--- src/rtl/spi_flash_master_if.sv ---
// Host-side request/response bundle for spi_flash_master.
// The host owns the master modport; the SPI engine owns the slave modport.
interface spi_flash_master_if #(
    parameter int DATA_W = 8
);
    logic              start;
    logic              ready;
    logic [DATA_W-1:0] tx_data;
    logic [1:0]        mode;
    logic              hold_cs;
    logic              release_cs;
    logic [DATA_W-1:0] rx_data;
    logic              rx_valid;
    logic              busy;

    modport master (
        output start, tx_data, mode, hold_cs, release_cs,
        input  ready, rx_data, rx_valid, busy
    );

    modport slave (
        input  start, tx_data, mode, hold_cs, release_cs,
        output ready, rx_data, rx_valid, busy
    );
endinterface

--- src/rtl/spi_flash_master.sv ---
// Single-word SPI master with programmable mode and divider, plus a CS-hold
// state so multi-word flash commands can run under one chip-select assertion.
module spi_flash_master #(
    parameter int DATA_W  = 8,
    parameter int CLK_DIV = 2
) (
    input  logic              clk,
    input  logic              rst_n,
    spi_flash_master_if.slave host,
    output logic              spi_sck,
    output logic              spi_mosi,
    input  logic              spi_miso,
    output logic              spi_ss_n
);
    localparam int                EDGES      = 2 * DATA_W;
    localparam int                EDGE_W     = $clog2(EDGES + 1);
    localparam logic [7:0]        DIV_RELOAD = 8'(CLK_DIV - 1);
    localparam logic [EDGE_W-1:0] EDGE_LAST  = EDGE_W'(EDGES - 1);
    localparam logic [EDGE_W-1:0] EDGE_DONE  = EDGE_W'(EDGES);

    typedef enum logic [2:0] {
        S_IDLE,
        S_LEAD,
        S_XFER,
        S_TAIL,
        S_GAP,
        S_HOLD
    } state_t;

    state_t              state_reg, state_next;
    logic [7:0]          div_reg, div_next;
    logic [EDGE_W-1:0]   edge_reg, edge_next;
    logic                cpol_reg, cpol_next;
    logic                cpha_reg, cpha_next;
    logic                hold_reg, hold_next;
    // MSB goes straight to mosi on accept, so only the remaining bits are kept
    logic [DATA_W-2:0]   tx_reg, tx_next;
    logic [DATA_W-1:0]   rx_shift_reg, rx_shift_next;
    logic [DATA_W-1:0]   rx_data_reg, rx_data_next;
    logic                rx_valid_reg, rx_valid_next;
    logic                ready_reg, ready_next;
    logic                busy_reg, busy_next;
    logic                sck_reg, sck_next;
    logic                mosi_reg, mosi_next;
    logic                ss_n_reg, ss_n_next;

    logic                accept;
    logic                div_tick;
    logic                do_edge;
    logic                leading;
    logic [EDGE_W-1:0]   edge_now;

    always_ff @(posedge clk or negedge rst_n) begin
        if (!rst_n) begin
            state_reg    <= S_IDLE;
            div_reg      <= '0;
            edge_reg     <= '0;
            cpol_reg     <= 1'b0;
            cpha_reg     <= 1'b0;
            hold_reg     <= 1'b0;
            tx_reg       <= '0;
            rx_shift_reg <= '0;
            rx_data_reg  <= '0;
            rx_valid_reg <= 1'b0;
            ready_reg    <= 1'b0;
            busy_reg     <= 1'b0;
            sck_reg      <= 1'b0;
            mosi_reg     <= 1'b0;
            ss_n_reg     <= 1'b1;
        end else begin
            state_reg    <= state_next;
            div_reg      <= div_next;
            edge_reg     <= edge_next;
            cpol_reg     <= cpol_next;
            cpha_reg     <= cpha_next;
            hold_reg     <= hold_next;
            tx_reg       <= tx_next;
            rx_shift_reg <= rx_shift_next;
            rx_data_reg  <= rx_data_next;
            rx_valid_reg <= rx_valid_next;
            ready_reg    <= ready_next;
            busy_reg     <= busy_next;
            sck_reg      <= sck_next;
            mosi_reg     <= mosi_next;
            ss_n_reg     <= ss_n_next;
        end
    end

    always_comb begin
        state_next    = state_reg;
        edge_next     = edge_reg;
        cpol_next     = cpol_reg;
        cpha_next     = cpha_reg;
        hold_next     = hold_reg;
        tx_next       = tx_reg;
        rx_shift_next = rx_shift_reg;
        rx_data_next  = rx_data_reg;
        rx_valid_next = 1'b0;
        sck_next      = sck_reg;
        mosi_next     = mosi_reg;
        ss_n_next     = ss_n_reg;

        div_tick = (div_reg == 8'd0);
        div_next = div_tick ? div_reg : (div_reg - 8'd1);
        accept   = host.start && ready_reg;
        edge_now = (state_reg == S_LEAD) ? '0 : edge_reg;
        do_edge  = div_tick && ((state_reg == S_LEAD) ||
                                ((state_reg == S_XFER) && (edge_reg != EDGE_DONE)));
        leading  = ~edge_now[0];

        case (state_reg)
            S_IDLE: begin
                sck_next = cpol_reg;
                if (accept) begin
                    state_next = S_LEAD;
                    div_next   = DIV_RELOAD;
                    cpol_next  = host.mode[1];
                    cpha_next  = host.mode[0];
                    sck_next   = host.mode[1];
                    hold_next  = host.hold_cs;
                    tx_next    = host.tx_data[DATA_W-2:0];
                    mosi_next  = host.tx_data[DATA_W-1];
                    ss_n_next  = 1'b0;
                end
            end
            S_HOLD: begin
                // a start in the same cycle as release keeps the chip selected
                if (accept) begin
                    state_next = S_LEAD;
                    div_next   = DIV_RELOAD;
                    hold_next  = host.hold_cs;
                    tx_next    = host.tx_data[DATA_W-2:0];
                    mosi_next  = host.tx_data[DATA_W-1];
                end else if (host.release_cs) begin
                    state_next = S_TAIL;
                    div_next   = DIV_RELOAD;
                end
            end
            S_LEAD: begin
                if (div_tick) begin
                    state_next = S_XFER;
                    div_next   = DIV_RELOAD;
                end
            end
            S_XFER: begin
                if (div_tick) begin
                    div_next = DIV_RELOAD;
                    if (edge_reg == EDGE_DONE) begin
                        rx_data_next  = rx_shift_reg;
                        rx_valid_next = 1'b1;
                        state_next    = hold_reg ? S_HOLD : S_TAIL;
                    end
                end
            end
            S_TAIL: begin
                if (div_tick) begin
                    state_next = S_GAP;
                    div_next   = DIV_RELOAD;
                    ss_n_next  = 1'b1;
                end
            end
            S_GAP: begin
                if (div_tick) begin
                    state_next = S_IDLE;
                end
            end
            default: begin
                state_next = S_IDLE;
            end
        endcase

        // Sample on the phase-selected edge, shift on the other one; the MSB is
        // already on mosi, so the first CPHA=1 leading edge and the final CPHA=0
        // trailing edge do not shift.
        if (do_edge) begin
            sck_next  = ~sck_reg;
            edge_next = edge_now + EDGE_W'(1);
            if (leading ^ cpha_reg) begin
                rx_shift_next = {rx_shift_reg[DATA_W-2:0], spi_miso};
            end else if (!(cpha_reg ? (edge_now == '0) : (edge_now == EDGE_LAST))) begin
                mosi_next = tx_reg[DATA_W-2];
                tx_next   = {tx_reg[DATA_W-3:0], 1'b0};
            end
        end

        ready_next = (state_next == S_IDLE) || (state_next == S_HOLD);
        busy_next  = (state_next != S_IDLE);
    end

    assign host.ready    = ready_reg;
    assign host.busy     = busy_reg;
    assign host.rx_data  = rx_data_reg;
    assign host.rx_valid = rx_valid_reg;
    assign spi_sck       = sck_reg;
    assign spi_mosi      = mosi_reg;
    assign spi_ss_n      = ss_n_reg;
endmodule

--- src/flat_wrapper.sv ---
// flat-port wrapper written by rule: the top's interface ports become plain ports
module spi_flash_master_flat 
#(
    parameter int DATA_W  = 8,
    parameter int CLK_DIV = 2
)
  (clk, rst_n, spi_sck, spi_mosi, spi_miso, spi_ss_n, host_start, host_tx_data, host_mode, host_hold_cs, host_release_cs, host_ready, host_rx_data, host_rx_valid, host_busy);
  spi_flash_master_if #(.DATA_W(DATA_W)) host_i ();
  input  logic clk;
  input  logic rst_n;
  output logic spi_sck;
  output logic spi_mosi;
  input  logic spi_miso;
  output logic spi_ss_n;
  input wire logic [$bits(host_i.start)-1:0] host_start;
  input wire logic [$bits(host_i.tx_data)-1:0] host_tx_data;
  input wire logic [$bits(host_i.mode)-1:0] host_mode;
  input wire logic [$bits(host_i.hold_cs)-1:0] host_hold_cs;
  input wire logic [$bits(host_i.release_cs)-1:0] host_release_cs;
  output wire logic [$bits(host_i.ready)-1:0] host_ready;
  output wire logic [$bits(host_i.rx_data)-1:0] host_rx_data;
  output wire logic [$bits(host_i.rx_valid)-1:0] host_rx_valid;
  output wire logic [$bits(host_i.busy)-1:0] host_busy;
  assign host_i.start = host_start;
  assign host_i.tx_data = host_tx_data;
  assign host_i.mode = host_mode;
  assign host_i.hold_cs = host_hold_cs;
  assign host_i.release_cs = host_release_cs;
  assign host_ready = host_i.ready;
  assign host_rx_data = host_i.rx_data;
  assign host_rx_valid = host_i.rx_valid;
  assign host_busy = host_i.busy;
  spi_flash_master #(.DATA_W(DATA_W), .CLK_DIV(CLK_DIV)) u_core (.clk(clk), .rst_n(rst_n), .host(host_i), .spi_sck(spi_sck), .spi_mosi(spi_mosi), .spi_miso(spi_miso), .spi_ss_n(spi_ss_n));
endmodule
--- config.mk ---
export PLATFORM = sky130hd
export DESIGN_NAME = spi_flash_master_flat
export DESIGN_NICKNAME = d
export VERILOG_FILES = /design/src/rtl/spi_flash_master_if.sv /design/src/rtl/spi_flash_master.sv /design/src/flat_wrapper.sv
export SDC_FILE = /design/constraint.sdc
export NUM_CORES = 1
export LEC_CHECK = 0
export ABC_AREA = 1
export BUFFER_PORTS_ARGS = -buffer_cell sky130_fd_sc_hd__buf_4
export CAP_MARGIN = 25
export CORE_MARGIN = 2
export CORE_UTILIZATION = 47
export DETAILED_ROUTE_END_ITERATION = 8
export PLACE_DENSITY = 0.66
export SYNTH_ARGS = -nofsm -noshare
export SYNTH_HDL_FRONTEND = slang
export SYNTH_SLANG_ARGS = --single-unit
--- constraint.sdc ---
create_clock -name clk -period 5.1 [get_ports clk]
set_input_delay 1.02 -clock clk [delete_from_list [all_inputs] [get_ports clk]]
set_output_delay 1.02 -clock clk [all_outputs]
set_load 0.05 [all_outputs]
==> results.ini <==
[floorplan]
initial_utilization_pct=49.62
die_h_um=78.13
rows=26
core_um2=5205
die_x_um=78.13
pin_count=30
dieArea_um2=6104

[synth]
synth_top_area_share_pct=45.54
synth_area_um2=2582
async_flop_share_pct=100.0
ys_top_cells_by_count=95 x nand2_1, 47 x dfrtp_1, 33 x inv_1, 27 x nor2_1, 24 x nand3_1
synth_edf_count=0
synth_largest_area_cell=dfrtp_1
seq_area_frac_synth_pct=46.56
synth_ff_type=dfrtp_1
yosysMostFrequentCell=nand2_1
avgSynthCellArea_um2=8.358
postSynthNetCount=331
synthDistinctLibCells=36
synth_cells=309
ys_top_cells_by_area=dfrtp_1 46%, nand2_1 14%, inv_1 4.8%
yosysWarnings=0
ys_ff_latch=48

[worst_setup_path]
cpMaxStageDelayCell=dfrtp_1
crit_path_max_incr_delay_ns=0.47
end_kind=flop
path_class=reg2reg
path_buf_inv=2
cp.depth=11
cp.arrival_ns=2.47
required_ns=5.30
critPathTopFamily=simple AND/OR/NAND/NOR gates
worst_setup_path_start_kind=flop
worst-path-max-fanout=8
crit_chain=inv_2, nand3_4, nand2_1, inv_1, ha_1, nand2_1, nor2_1, ha_1, o21ai_4, nand3_4, and2_4
r2r_cells=11

[power_and_ir_drop]
ir_worst_vdd_mv=0.2530
power.leakage_nw=1.519
p_switching_w=0.0007024
p_int_w=0.0008860
powerDensity_nw_per_um2=534.3
switching_share_pct=44.22
clkPwrFrac_pct=17.3
power_w=0.001588
power_frac_comb_pct=45.6
seq_power_share_pct=37.0

[timing]
fmax_mhz=439.7
finalSetupViolations=0
fin_tns_setup_ns=0
grt_setup_unrepaired=false
hold_violations=0
tightest_slew_ns=0.7198
relSlewSlack_pct=51.88
layout_min_cycle_time_ns=2.274
skew_ns=0.006999
maxSlewViolCount=0
finalCritPeriodShare_pct=44.60

[drt]
wirelength_um=5194
drtPass1Iterations=4
drtAntennaViolNets=0
vias=2055
post_drt_wl_per_cell_um=12.58
via_per_inst=4.976
route.detailed.drc=0
drt-initial-drc-count=150

[outcome]
status=complete, no violations

[clock_network]
tritoncts=built
clk_path_buf_depth=2
cts_root_buf=clkbuf_8
cts_resized=0
clkTransAtPathRegs_ns=0.09
cts.sinks=48
post_cts.repair.setup_buffers=0
clkLatencyLatePin_ns=0.30
cts_made_buffers=5
hold_buffers=0
htreeDepth=2

[grt]
grt_max_degree=49
antenna_found_initial=0
grt_usage_pct=18.56
grt_pass1_wl_um=9080
overflow=0
grt_pass1_vias=2003

[place]
portBuffers=29
gp_congestion=0.8937
place_hpwl_um=3733

[cells_and_area]
fin_nets=364
syn_to_final_growth_pct=15.12
drive_above_1_share_pct=19.53
antenna_cells=0
fillerInstances=485

[min_path]
hold_path.class=reg2reg
hold_path_depth=2

[flow_run]
cap_violations=0

## through the flow
stage | worst slack, ns | utilization, % | cells | cell area (um^2) | hold WS (ns)
6_report | 2.826 | 57.12 | 413 | 2973 | 0.4845
5_1_grt | 2.631 | 57.12 | 413 | 2973 | 0.5014
4_1_cts | 2.829 | 57.12 | 413 | 2973 | 0.4834
3_5_place_dp | 2.691 | 54.98 | 405 | 2861 | 0.4671
3_3_place_gp | 2.730 | 54.98 | 405 | 2861 | 0.4627
2_1_floorplan | 3.102 | - | 309 | 2582 | 0.4422
## cells by family (layout without fill, tap and decap cells)
logic type / Yosys count / after routing / share of synthesized area, %
AO/OA/AOI/OAI: 38 / 38 / 9.884
XOR/XNOR: 5 / 5 / 1.696
adder cells (fa/ha/maj): 6 / 6 / 2.907
buffers and inverters: 40 / 74 / 6.589
flip-flops: 48 / 48 / 46.56
AND/OR/NAND/NOR: 172 / 172 / 32.36
## per-layer routing
layer / track usage (%) / part of all wire, % / vias up
met5: 0 / 0 / -
met2: 30.09 / 45 / 43
met1: 24.78 / 49 / 943
met4: 6.491 / 1.5 / 0
met3: 3.908 / 3.9 / 8
li1: - / - / 1061
## cell type report
class,count,area (um^2),share of cell area (%)
multi-input combinational,221,1210,40.70
inverter,37,143.9,4.840
tap,70,87.58,2.946
clock inverter,3,42.54,1.431
timing repair buffer,29,217.7,7.323
sequential,48,1202,40.45
clock buffer,5,68.82,2.315
## final timing paths
check | from | endpoint | slack [ns]
setup / recovery | u_core.state_reg[2]$_DFF_PN0_ | u_core.tx_reg[0]$_DFF_PN0_ | 2.83
hold / removal | u_core.rx_shift_reg[7]$_DFFE_PN0P_ | u_core.host.rx_data[7]$_DFFE_PN0P_ | 0.48
setup reg to reg | u_core.state_reg[2]$_DFF_PN0_ | u_core.tx_reg[0]$_DFF_PN0_ | 2.83
hold reg to reg | u_core.rx_shift_reg[7]$_DFFE_PN0P_ | u_core.host.rx_data[7]$_DFFE_PN0P_ | 0.48
max in group asynchronous | rst_n | u_core.state_reg[1]$_DFF_PN0_ | 3.96
min in group asynchronous | rst_n | u_core.edge_reg[0]$_DFFE_PN0P_ | 0.72
## layout by cell type (no fill, tap or decap), drive strengths merged, types with 2 or more instances in the layout
| cell | instances |
|---|---|
| buf | 29 |
| nor3 | 2 |
| o21ai | 26 |
| nand2 | 100 |
| o22ai | 2 |
| xor2 | 5 |
| clkinv | 2 |
| ha | 6 |
| nor2 | 30 |
| inv | 36 |
| nand4 | 10 |
| nand3 | 26 |
| clkbuf | 5 |
| dfrtp | 47 |
| a21oi | 6 |
## power by group through the flow
stage / sequential [W] / combinational [W] / clock (W)
CTS: 0.000588 / 0.000726 / 0.000284
finish: 0.000588 / 0.000725 / 0.000275
detailed placement: 0.000594 / 0.000724 / 0
floorplan: 0.000633 / 0.000515 / 0
global route: 0.000604 / 0.000820 / 0.000294
global placement: 0.000594 / 0.000713 / 0
## worst reg2reg max path, cell delays in order (launching register included)
cell and delay [ns]:
dfrtp_1 0.47, inv_2 0.18, nand3_4 0.14, nand2_1 0.12, inv_1 0.06, ha_1 0.22
nand2_1 0.07, nor2_1 0.04, ha_1 0.23, o21ai_4 0.30, nand3_4 0.17, and2_4 0.17
Note: power is estimated with default switching activity, not from simulation.
